$ cat config.mk
export PLATFORM = sky130hd
export DESIGN_NAME = mem_arbiter
export DESIGN_NICKNAME = d
export VERILOG_FILES = /design/src/rtl/mem_arbiter_pkg.sv /design/src/rtl/mem_arbiter_rr_arb2.sv /design/src/rtl/mem_arbiter.sv
export SDC_FILE = /design/constraint.sdc
export NUM_CORES = 1
export LEC_CHECK = 0
export BUFFER_PORTS_ARGS = -buffer_cell sky130_fd_sc_hd__buf_2
export CAP_MARGIN = 5
export CORE_UTILIZATION = 47
export DETAILED_ROUTE_END_ITERATION = 8
export MAX_ROUTING_LAYER = met4
export PLACE_DENSITY = 0.89
export SLEW_MARGIN = 30
export SYNTH_ARGS = -nofsm -noshare
export SYNTH_HDL_FRONTEND = slang
export SYNTH_SLANG_ARGS = --single-unit
$ cat constraint.sdc
create_clock -name clk -period 4.05 [get_ports clk]
set_input_delay 0.6075 -clock clk [delete_from_list [all_inputs] [get_ports clk]]
set_output_delay 0.6075 -clock clk [all_outputs]
set_load 0.05 [all_outputs]
$ cat src/rtl/mem_arbiter_pkg.sv
// Shared definitions for the two-port RAM arbiter: FSM encoding and default widths.
package mem_arbiter_pkg;
  localparam int AW_DEF = 10;
  localparam int DW_DEF = 32;

  typedef enum logic [1:0] {
    IDLE   = 2'd0,
    ACCESS = 2'd1,
    RESP   = 2'd2
  } state_t;
endpackage

$ cat src/rtl/mem_arbiter_rr_arb2.sv
// Two-way round-robin picker: a lone requester wins, a tie goes to the port not granted last.
module rr_arb2 (
  input  logic [1:0] req,
  input  logic       last,
  output logic       gnt_valid,
  output logic       gnt_idx
);
  always_comb begin
    gnt_valid = |req;
    gnt_idx   = (req == 2'b11) ? ~last : req[1];
  end
endmodule

$ cat src/rtl/mem_arbiter.sv
// Two-port arbiter in front of a single-port synchronous RAM; one access per 3 cycles.
module mem_arbiter
  import mem_arbiter_pkg::*;
#(
  parameter int AW = AW_DEF,
  parameter int DW = DW_DEF
) (
  input  logic          clk,
  input  logic          rst,
  input  logic          req0,
  input  logic          req1,
  input  logic          we0,
  input  logic          we1,
  input  logic [AW-1:0] addr0,
  input  logic [AW-1:0] addr1,
  input  logic [DW-1:0] wdata0,
  input  logic [DW-1:0] wdata1,
  output logic          ready0,
  output logic          ready1,
  output logic [DW-1:0] rdata0,
  output logic [DW-1:0] rdata1,
  output logic [AW-1:0] ram_addr,
  output logic          ram_we,
  output logic [DW-1:0] ram_din,
  input  logic [DW-1:0] ram_dout,
  output logic          busy,
  output logic          owner
);
  state_t state, next_state;
  logic   gnt_valid, gnt_idx;
  logic   last_grant;
  logic   lat_we;

  logic          sel_we;
  logic [AW-1:0] sel_addr;
  logic [DW-1:0] sel_wdata;

  rr_arb2 u_rr (
    .req       ({req1, req0}),
    .last      (last_grant),
    .gnt_valid (gnt_valid),
    .gnt_idx   (gnt_idx)
  );

  always_comb begin
    sel_we    = gnt_idx ? we1    : we0;
    sel_addr  = gnt_idx ? addr1  : addr0;
    sel_wdata = gnt_idx ? wdata1 : wdata0;
  end

  always_ff @(posedge clk or posedge rst) begin
    if (rst) state <= IDLE;
    else     state <= next_state;
  end

  always_comb begin
    next_state = state;
    case (state)
      IDLE:    if (gnt_valid) next_state = ACCESS;
      ACCESS:  next_state = RESP;
      RESP:    next_state = IDLE;
      default: next_state = IDLE;
    endcase
  end

  // ram_addr/ram_din double as the latched request address/data, so they are
  // already stable on the RAM pins for the whole ACCESS cycle.
  always_ff @(posedge clk or posedge rst) begin
    if (rst) begin
      ready0     <= 1'b0;
      ready1     <= 1'b0;
      rdata0     <= '0;
      rdata1     <= '0;
      ram_addr   <= '0;
      ram_din    <= '0;
      ram_we     <= 1'b0;
      busy       <= 1'b0;
      owner      <= 1'b0;
      last_grant <= 1'b1;
      lat_we     <= 1'b0;
    end else begin
      ready0 <= 1'b0;
      ready1 <= 1'b0;
      case (state)
        IDLE: begin
          if (gnt_valid) begin
            owner    <= gnt_idx;
            lat_we   <= sel_we;
            ram_addr <= sel_addr;
            ram_din  <= sel_wdata;
            ram_we   <= sel_we;
            busy     <= 1'b1;
          end
        end
        ACCESS: ram_we <= 1'b0;
        RESP: begin
          // ram_dout is valid this cycle, so the capture lands with the ready pulse
          busy       <= 1'b0;
          last_grant <= owner;
          if (owner) begin
            ready1 <= 1'b1;
            if (!lat_we) rdata1 <= ram_dout;
          end else begin
            ready0 <= 1'b1;
            if (!lat_we) rdata0 <= ram_dout;
          end
        end
        default: ;
      endcase
    end
  end
endmodule

# Yosys cells after proc, flatten, opt, wreduce, memory -nomap -nowiden
# Index checks and enable logic that the tools add are counted.
# totals
elab_cells	42
in_bits	122
register_bits	115
output_inout_bits	111
# classes
n_reduce_logical	9
muxes	14
eq_ne	4
bitwise	3
# ops
cell	n
32-bit two-way mux	1
10-bit two-way mux	1
1-bit two-way mux	8
2-bit AND reduction	3
3-bit AND reduction	2
2-bit == test, second input constant	2
1-bit one-hot mux with 2 select lines	2
2-bit one-hot mux with 2 select lines	1
2-bit nonzero test	2
1-bit NOT	3
2-bit by 1-bit == test with 1-bit output, second input constant	1
2-bit logical NOT	1
2-bit two-way mux	1
2-bit != test, second input constant	1
2-bit OR reduction	1

# Depth between registers and ports, before layout
# Gate-level depths: netlist of run 1.
# logic_depth
depth_word	5
depth_mapped	5
depth_no_buf	3

# By module
# From an unflattened synthesis of run 1, not the netlist that was laid out.
# hier_totals
cells_unflattened	298
area_unflattened_um2	4996.0
# by_module_without_submodules
module	seq_area_each_um2	area_each_um2	instances	cells_per_inst
mem_arbiter	2879.0	4982.3	1	296
rr_arb2	0.0	13.8	1	2

# Worst setup path after synthesis of run 1
# No wires, ideal clock.
# synth_path
kind	reg2reg
startpoint	register owner
endpoint	register rdata1[0]
path_buffers	1
period_less_slack_ps	1773
setup_time_ps	125
required_time_ps	3925
arrival_time_ps	1648
path_stages_with_launch	5
slack_ps	2277
path_cell_list	dfrtp_1 > nand3b_1 > nor2_1 > buf_4 > mux2_2
# synth_between
elab_chain_cells	1
# synth_rtl
element	line	text
from (decl)	mem_arbiter.sv:27	output logic owner
from (signal assigned)	mem_arbiter.sv:87	owner <= gnt_idx;
3-bit AND reduction (no line)	-	
to (signal assigned)	mem_arbiter.sv:102	if (!lat_we) rdata1 <= ram_dout;
to (decl)	mem_arbiter.sv:21	output logic [DW-1:0] rdata1,
# No other way between the ends.
# A chain may end at the register's enable or synchronous reset.

# Worst setup path in the final report of run 1
# layout_path
startpoint	register last_grant
endpoint	register ram_din[26]
# layout_between
elab_chain_cells	3
# layout_rtl
element	line	text
from (decl)	mem_arbiter.sv:31	logic last_grant;
from (signal assigned)	mem_arbiter.sv:99	last_grant <= owner;
1-bit NOT	mem_arbiter_rr_arb2.sv:10	gnt_idx = (req == 2'b11) ? ~last : req[1];
1-bit two-way mux	mem_arbiter_rr_arb2.sv:10	
32-bit two-way mux	mem_arbiter.sv:48	sel_wdata = gnt_idx ? wdata1 : wdata0;
to (signal assigned)	mem_arbiter.sv:90	ram_din <= sel_wdata;
to (decl)	mem_arbiter.sv:24	output logic [DW-1:0] ram_din,
# No other way between the ends.

==> impl_summary.md, run 1 <==
Logic synthesis
The count of different cell masters after synthesis is 21. The cell type with the highest aggregate area in the netlist is dfrtp_1. The area share of the largest cell type after synthesis is 0.556. Sorting the synthesized cells by how often they occur yields 114 x dfrtp_1, 76 x mux2_4, 62 x mux2_2. The Yosys step of the flow raised 0 warnings. After synthesis the cells add up to 5130 µm². Among all flip-flop cells after synthesis, the most frequent one is dfrtp_1. Of the synthesized area, sequential elements account for 0.561.

In the synthesized netlist, the number of instances is 300. Counting flops with an async set or reset pin after synthesis yields a share of 1.00. The cell with the most instances after synthesis is dfrtp_1. In this run the mean area of a mapped cell was around 17 µm². The post-synthesis sequential element count is ~120. After synthesis, the cell types taking the most area are dfrtp_1 56%, mux2_4 22%, mux2_2 14%. The post-synth net total is 422. In this run, synthesis inferred 0 flip-flops with an integrated enable.

Clocking
Clock-pin slew was measured on the worst setup and hold paths at 0.06 ns. The number of buffers inserted for hold repair after clock tree synthesis is 0. The clock root buffer is clkbuf_8. The count of H-tree levels built during CTS is 4.

TritonCTS built the clock tree. At the later pin of the worst-skew pair, clock insertion delay measures between 0.5 and 0.6 ns. The clock drives between 100 and 150 sinks. Counting the buffers created by CTS gives 17. Post-CTS repair changed the size of 0 cells.

In this run the post-CTS setup repair buffer count came out at 0. No sink is reached through more buffers than the 2 on the longest clock path.

Detailed routing
The count of nets left with antenna violations after detail routing is 0. For this run, the detailed router's first-pass iteration total came to 4. The remaining routing DRC violations is 0. The mean routed wirelength per cell is 17.0 µm.

The violation count after the first detailed-route iteration is 122. The final wirelength is between 10 and 15 mm. Across all layers, the routed design uses 3399 vias. The per-cell via count in the routed design is slightly below 5.

Worst setup path
The endpoint identified for the worst register-to-register timing path is ram_din[26]$_DFFE_PP0P_. For flop-to-flop paths, the worst setup slack is about 1.7 ns. STA classifies the critical path startpoint as a register. The critical path arrival is roughly 2.7 ns.

In this run the critical register-to-register path is launched from last_grant$_DFFE_PP1P_. The worst setup path is captured at a register. The data required time at the worst endpoint is roughly 4.4 ns. The worst register-to-register path has a depth of 4.

In this run the worst path has a maximum fanout of 26. The critical path class is register to register.

Floorplan
The die span in x is roughly 110 µm. The standard-cell row count is 37. The initial cell density of the core is 0.490. The height of the die is around 110 µm.

The die covers 11300 µm². The number of top-level pins is 233. The placeable core area is 10500 µm².

Timing
The final-layout setup total negative slack is 0 ns. Across all setup checks in the final design, the least slack found is 1.71 ns. The worst setup skew after layout is between 0.006 and 0.007 ns. In the finished design, the share of the clock period the worst path needs comes to 0.579.

The slew at the pin closest to its max-slew limit is 0.903 ns. In this run the tightest slew margin relative to its limit is 0.395. Setup repair after global routing left no endpoint under its margin.

Setup violations remaining at the end of the flow were counted as 0. The final number of max-transition violations is 0. The hold violation count in the final report is 0.

The peak clock frequency supported by timing is around 0.43 GHz. After layout, the minimum clock period comes to roughly 2.3 ns.

Job
The number of maximum-capacitance constraint violations is 0.

Hold path
The worst hold path belongs to the class primary input to async pin.

Global route
The first global-routing pass estimated 18.5 mm of wire. The maximum number of pins on one net before global-route repair is 50. Across every metal layer, demand over resource in global routing totals 0.222. The number of antenna violations at the first check in global routing is 0. The total global routing overflow is 0.

The via count of the first global-routing pass is about 3700.

Placed design
The weighted congestion reported at the end of routability-driven placement is around 0.79. The pre-CTS worst setup slack is roughly 1.4 ns. The quantity of I/O buffers inserted on ports is around 230.

The wire-length estimate of the detail-placed layout is approximately 8.6 mm.

Finish
In the final layout, the share of cells above drive strength 1 is 0.742. From synthesis to final layout, the design area changed by 35.5%. Once layout is complete, the utilization of the core stands at 0.664. The antenna diode instance count is 0. The number of nets in the final layout is around 660.

Status
The run finished with clean final reports.
metrics by stage:
stage	hold WS, ns	cell area [µm²]	std cells
floorplan	0.439	5130	300
global placement	0.457	6370	658
detailed placement	0.466	6370	658
CTS	0.175	6950	690
finish	0.174	6950	690
global route	0.215	6950	690
kinds of logic after synthesis:
family / share of synthesized area
multiplexers: 0.386
flip-flops: 0.561
AND/OR/NAND/NOR: 0.0117
buffers and inverters: 0.0358
AO/OA/AOI/OAI: 0.00512
cell type report:
cell class	count	area, µm²
fillers	759	3510
repair buffers	238	1220
flip-flops and latches	115	2880
clock buffers	22	453
well taps	136	170
multi-input cells	165	2080
clock inverters	10	131
inverters	4	17.5
state kept, by name, summed over array words and instances, names as in the netlist:
name and cells:
ram_din 32, ready1 1, ready0 1, ram_we 1, busy 1, ram_addr 10
state 2, rdata1 32, last_grant 1, lat_we 1, owner 1, rdata0 32
routing by layer:
layer	global-route usage	vias to the layer above	share of wire
met5	-	-	0
met4	0.0773	0	0.0096
met3	0.0546	10	0.059
met2	0.385	171	0.54
met1	0.249	1670	0.39
li1	-	1548	-
cell usage in the layout, fill, tap and decap left out, types with 2 or more instances in the layout:
cell type / count
nor2_1: 2
nand2b_1: 2
clkbuf_8: 3
clkbuf_16: 16
mux2_1: 10
dfrtp_1: 114
bufinv_16: 3
clkbuf_1: 3
inv_1: 3
nand2_1: 2
mux2_4: 76
buf_2: 232
clkinv_2: 5
mux2_2: 62
mux2i_1: 3
buf_4: 5
critical path: stages (launching register included):
cell and delay [ns]:
dfstp_2 0.54, a21bo_2 0.53, buf_4 0.53, mux2_4 0.35
mux2_4 0.26
worst max-delay path by stage:
stage                                 from                      end  slack (ns)  depth (start not counted)
finish              last_grant$_DFFE_PP1P_  ram_din[26]$_DFFE_PP0P_        1.71                          4
floorplan                              rst         busy$_DFFE_PP0P_        0.40                          1
detailed placement                    req1   ram_din[6]$_DFFE_PP0P_        1.44                          5
global route        last_grant$_DFFE_PP1P_  ram_din[29]$_DFFE_PP0P_        1.60                          4
global placement                      req1   ram_din[2]$_DFFE_PP0P_        1.53                          5
CTS                 last_grant$_DFFE_PP1P_  ram_din[29]$_DFFE_PP0P_        1.67                          4
Power of run 1 is not shown: default switching activity piles up to over one toggle a cycle in this logic, so the estimate is an artifact.
==> run 2: changes to the inputs <==
--- a/config.mk
+++ b/config.mk
@@ -5,6 +5,7 @@
 export SDC_FILE = /design/constraint.sdc
 export NUM_CORES = 1
 export LEC_CHECK = 0
+export ABC_AREA = 1
 export BUFFER_PORTS_ARGS = -buffer_cell sky130_fd_sc_hd__buf_2
 export CAP_MARGIN = 5
 export CORE_UTILIZATION = 47
==> constraint.sdc (replaced) <==
create_clock -name clk -period 2.25 [get_ports clk]
set_input_delay 0.3375 -clock clk [delete_from_list [all_inputs] [get_ports clk]]
set_output_delay 0.3375 -clock clk [all_outputs]
set_load 0.05 [all_outputs]
==> impl_summary.md, run 2 <==
Floorplan
233 I/O pins were placed. The height of the die is 107 µm. The die covers 11400 µm². The placeable core area is 10500 µm².

Row generation in the floorplan step produced 37 rows. For this configuration, the core starts out at a cell density of 0.493. The die is 107 µm wide.

Detailed routing
The per-cell via count in the routed design is between 4 and 5. The remaining routing DRC violations is 0. The mean routed wirelength per cell is approximately 13 µm. The count of nets left with antenna violations after detail routing is 0.

After detailed routing, the total wire length is 13.1 mm. The total number of vias is 4828. The pre-antenna-repair detailed-routing pass consisted of 4 iterations. After the first detailed-routing iteration, the DRC count stood at roughly 390.

Worst setup path
The maximum fanout along the worst path is 6. The critical path's top delay family is flip-flops. The data required time at the worst endpoint is approximately 1.9 ns. The largest stage delay on the critical path is around 0.45 ns. The sum of buffers and inverters on the critical path is 1. By startpoint and endpoint, the worst setup path is classified as register to output port. The slowest stage cell on the critical path is dfrtp_1. The worst setup path is captured at an output port. Walking the worst path, the cells encountered are buf_2. STA classifies the critical path startpoint as a register. STA puts the critical path data arrival time at roughly 1.3 ns.

Timing
The slew at the pin closest to its max-slew limit is 0.613 ns. The tightest hold path in the finished design has a slack of approximately 0.084 ns. The final number of max-transition violations came to 0.

Setup total negative slack on the finished layout was measured at 0 ns. In this run the tightest slew margin relative to its limit is 0.592. Setup violations remaining at the end of the flow were counted as 0. Setup repair after global routing left no endpoint under its margin. Clock skew on the completed layout was measured at 0.0103 ns. The hold violation count in the final report is 0. The peak clock frequency supported by timing is 0.624 GHz. The final critical delay including setup and external delays is approximately 1.6 ns.

The share of the clock period used by the worst path after layout is 0.713.

Finish
The largest registers in the layout are ram_din (32), rdata0 (32), rdata1 (32). The final cell count without fillers is ~1000. The ratio of cells with drive above 1 in the final layout is 0.322. The top cell types in the final layout, fill and taps aside, are 232 x buf_2, 202 x nand2_1, 122 x inv_1, 114 x dfrtp_1, 87 x nand3_1. The most common cell after layout, fill and taps aside is buf_2. The number of nets in the final layout is 987. The area growth from synthesis to layout is 36.1%.

0 antenna diodes ended up in the layout.

Logic synthesis
The share of synthesized cell area in and, or, nand and nor gates is 0.246. The number of warnings issued by yosys is 0. Of the post-synthesis cell area, the dominant cell type holds 0.551. The post-synth net total is around 760. After synthesis, the share of flip-flops with an asynchronous set or reset is 1.00.

The post-synthesis sequential element count is between 100 and 150. Averaged over all synthesized cells, the footprint is just over 8 µm². Counting every instance in the synthesized netlist gives 640. Of the total synthesized cell area, the portion taken by full adders, half adders and majority gates is 0. The post-synthesis compound-gate area fraction is 0.0638. The XOR/XNOR share of the synthesized area is 0. By area the synthesized netlist is led by dfrtp_1 55%, nand2_1 15%, inv_1 8.9%. Counting instances in the post-synthesis netlist gives the leading cell types as 202 x nand2_1, 123 x inv_1, 114 x dfrtp_1.

The cell with the most instances after synthesis is nand2_1. The synthesized area is about 5200 µm². The number of flops mapped to enable cells by yosys is 0.

The combinational family with the most area after synthesis is simple AND/OR/NAND/NOR gates. dfrtp_1 takes more of the synthesized area than any other cell. The number of different library cells used by synthesis comes to 19. The dominant register cell in the synthesized netlist is dfrtp_1. The share of the Yosys chip area taken by registers is 0.556.

The multiplexer area fraction after synthesis is 0.

Placed design
Counting tap cells, the placed design contains a total of 980 instances. The weighted congestion reported at the end of routability-driven placement is around 0.82. The quantity of I/O buffers inserted on ports is ~230.

Once detailed placement completed, the half-perimeter wirelength came to between 9 and 10 mm.

Power and ir drop
The power density over cell area is approximately 1900 nW/µm². VDD sags by at most ~0.0010 V. For this design the static power due to leakage is 4.28 nW.

Job
The number of maximum-capacitance constraint violations is 0.

Clocking
Clock-pin slew was measured on the worst setup and hold paths at 0.06 ns. Counting along the longest clock path gives a buffer depth of 2. TritonCTS created 17 clock buffers.

The number of sinks handled by clock tree synthesis is about 120. The number of setup buffers added after CTS is 0. The clock latency at the later pin of the worst-skew pair is 0.50 ns. The H-tree was split into 4 levels. The clock root buffer is clkbuf_8. The clock tree from TritonCTS is yes.

Global route
In the global route stage, overall resource usage came out at 0.244. The maximum number of pins on one net before global-route repair is 75. The number of antenna violations at the first check in global routing was 0. The total global routing overflow is 0. The via count of the first global-routing pass is about 4600. The first global-routing pass estimated between 20 and 25 mm of wire.

Hold path
The kind of path behind the tightest hold check is primary input to register.

Status
The flow ran to the end, and the final reports show no timing, DRC or antenna violations.
run 2: final timing paths:
check                                        startpoint                       to  slack (ns)  cells after the start
worst min-delay path                        ram_dout[6]    rdata0[6]$_DFFE_PP0P_        0.08                      3
max in group asynchronous                           rst   last_grant$_DFFE_PP1P_        1.28                      4
worst max-delay path                  owner$_DFFE_PP0P_                    owner        0.65                      1
worst max register to register     state[0]$_DFFE_PP0P_    rdata1[6]$_DFFE_PP0P_        0.69                      3
min in group asynchronous                           rst  ram_din[10]$_DFFE_PP0P_        0.51                      4
worst min register to register  ram_addr[8]$_DFFE_PP0P_  ram_addr[8]$_DFFE_PP0P_        0.48                      2
run 2: stage by stage:
step                utilization  instance area [µm²]  total power, mW  worst slack (ns)
floorplan                     -                 5180             8.82             0.514
global placement          0.606                 6370             10.2             0.559
detailed placement        0.606                 6370             10.3             0.511
CTS                       0.668                 7020             13.3             0.504
global route              0.671                 7050             14.0             0.587
finish                    0.671                 7050             13.3             0.647
run 2: report_power, final:
part | internal, mW | switching [mW] | leakage [nW] | total, mW
Sequential | 3.11 | 0.552 | 1.39 | 3.66
Combinational | 1.45 | 5.26 | 2.57 | 6.71
Clock | 1.92 | 0.984 | 0.309 | 2.90
run 2: kinds of logic after synthesis:
kind of cell           after synthesis
buffers and inverters              159
DFF                                115
and+or+nand+nor                    300
AOI/OAI and AO/OA                   66
run 2: cell type report:
| type | count | area (µm²) |
|---|---|---|
| Clock inverter | 14 | 228 |
| Clock buffer | 17 | 414 |
| Sequential cell | 115 | 2880 |
| Fill cell | 887 | 3460 |
| Timing Repair Buffer | 240 | 1270 |
| Tap cell | 136 | 170 |
| Inverter | 125 | 473 |
| Multi-Input combinational cell | 366 | 1610 |
run 2: repair_timing:
item                                   CTS  global route
gates resized for setup                  0             0
endpoints found under the hold margin   74             0
hold buffers                             1             0
run 2: layer usage:
layer  wire length, µm  GRT usage
met4               354      0.107
met3               488     0.0474
met1              5430      0.285
met5                 0          -
met2              6860      0.412
Power figures use the tool's default switching activity.
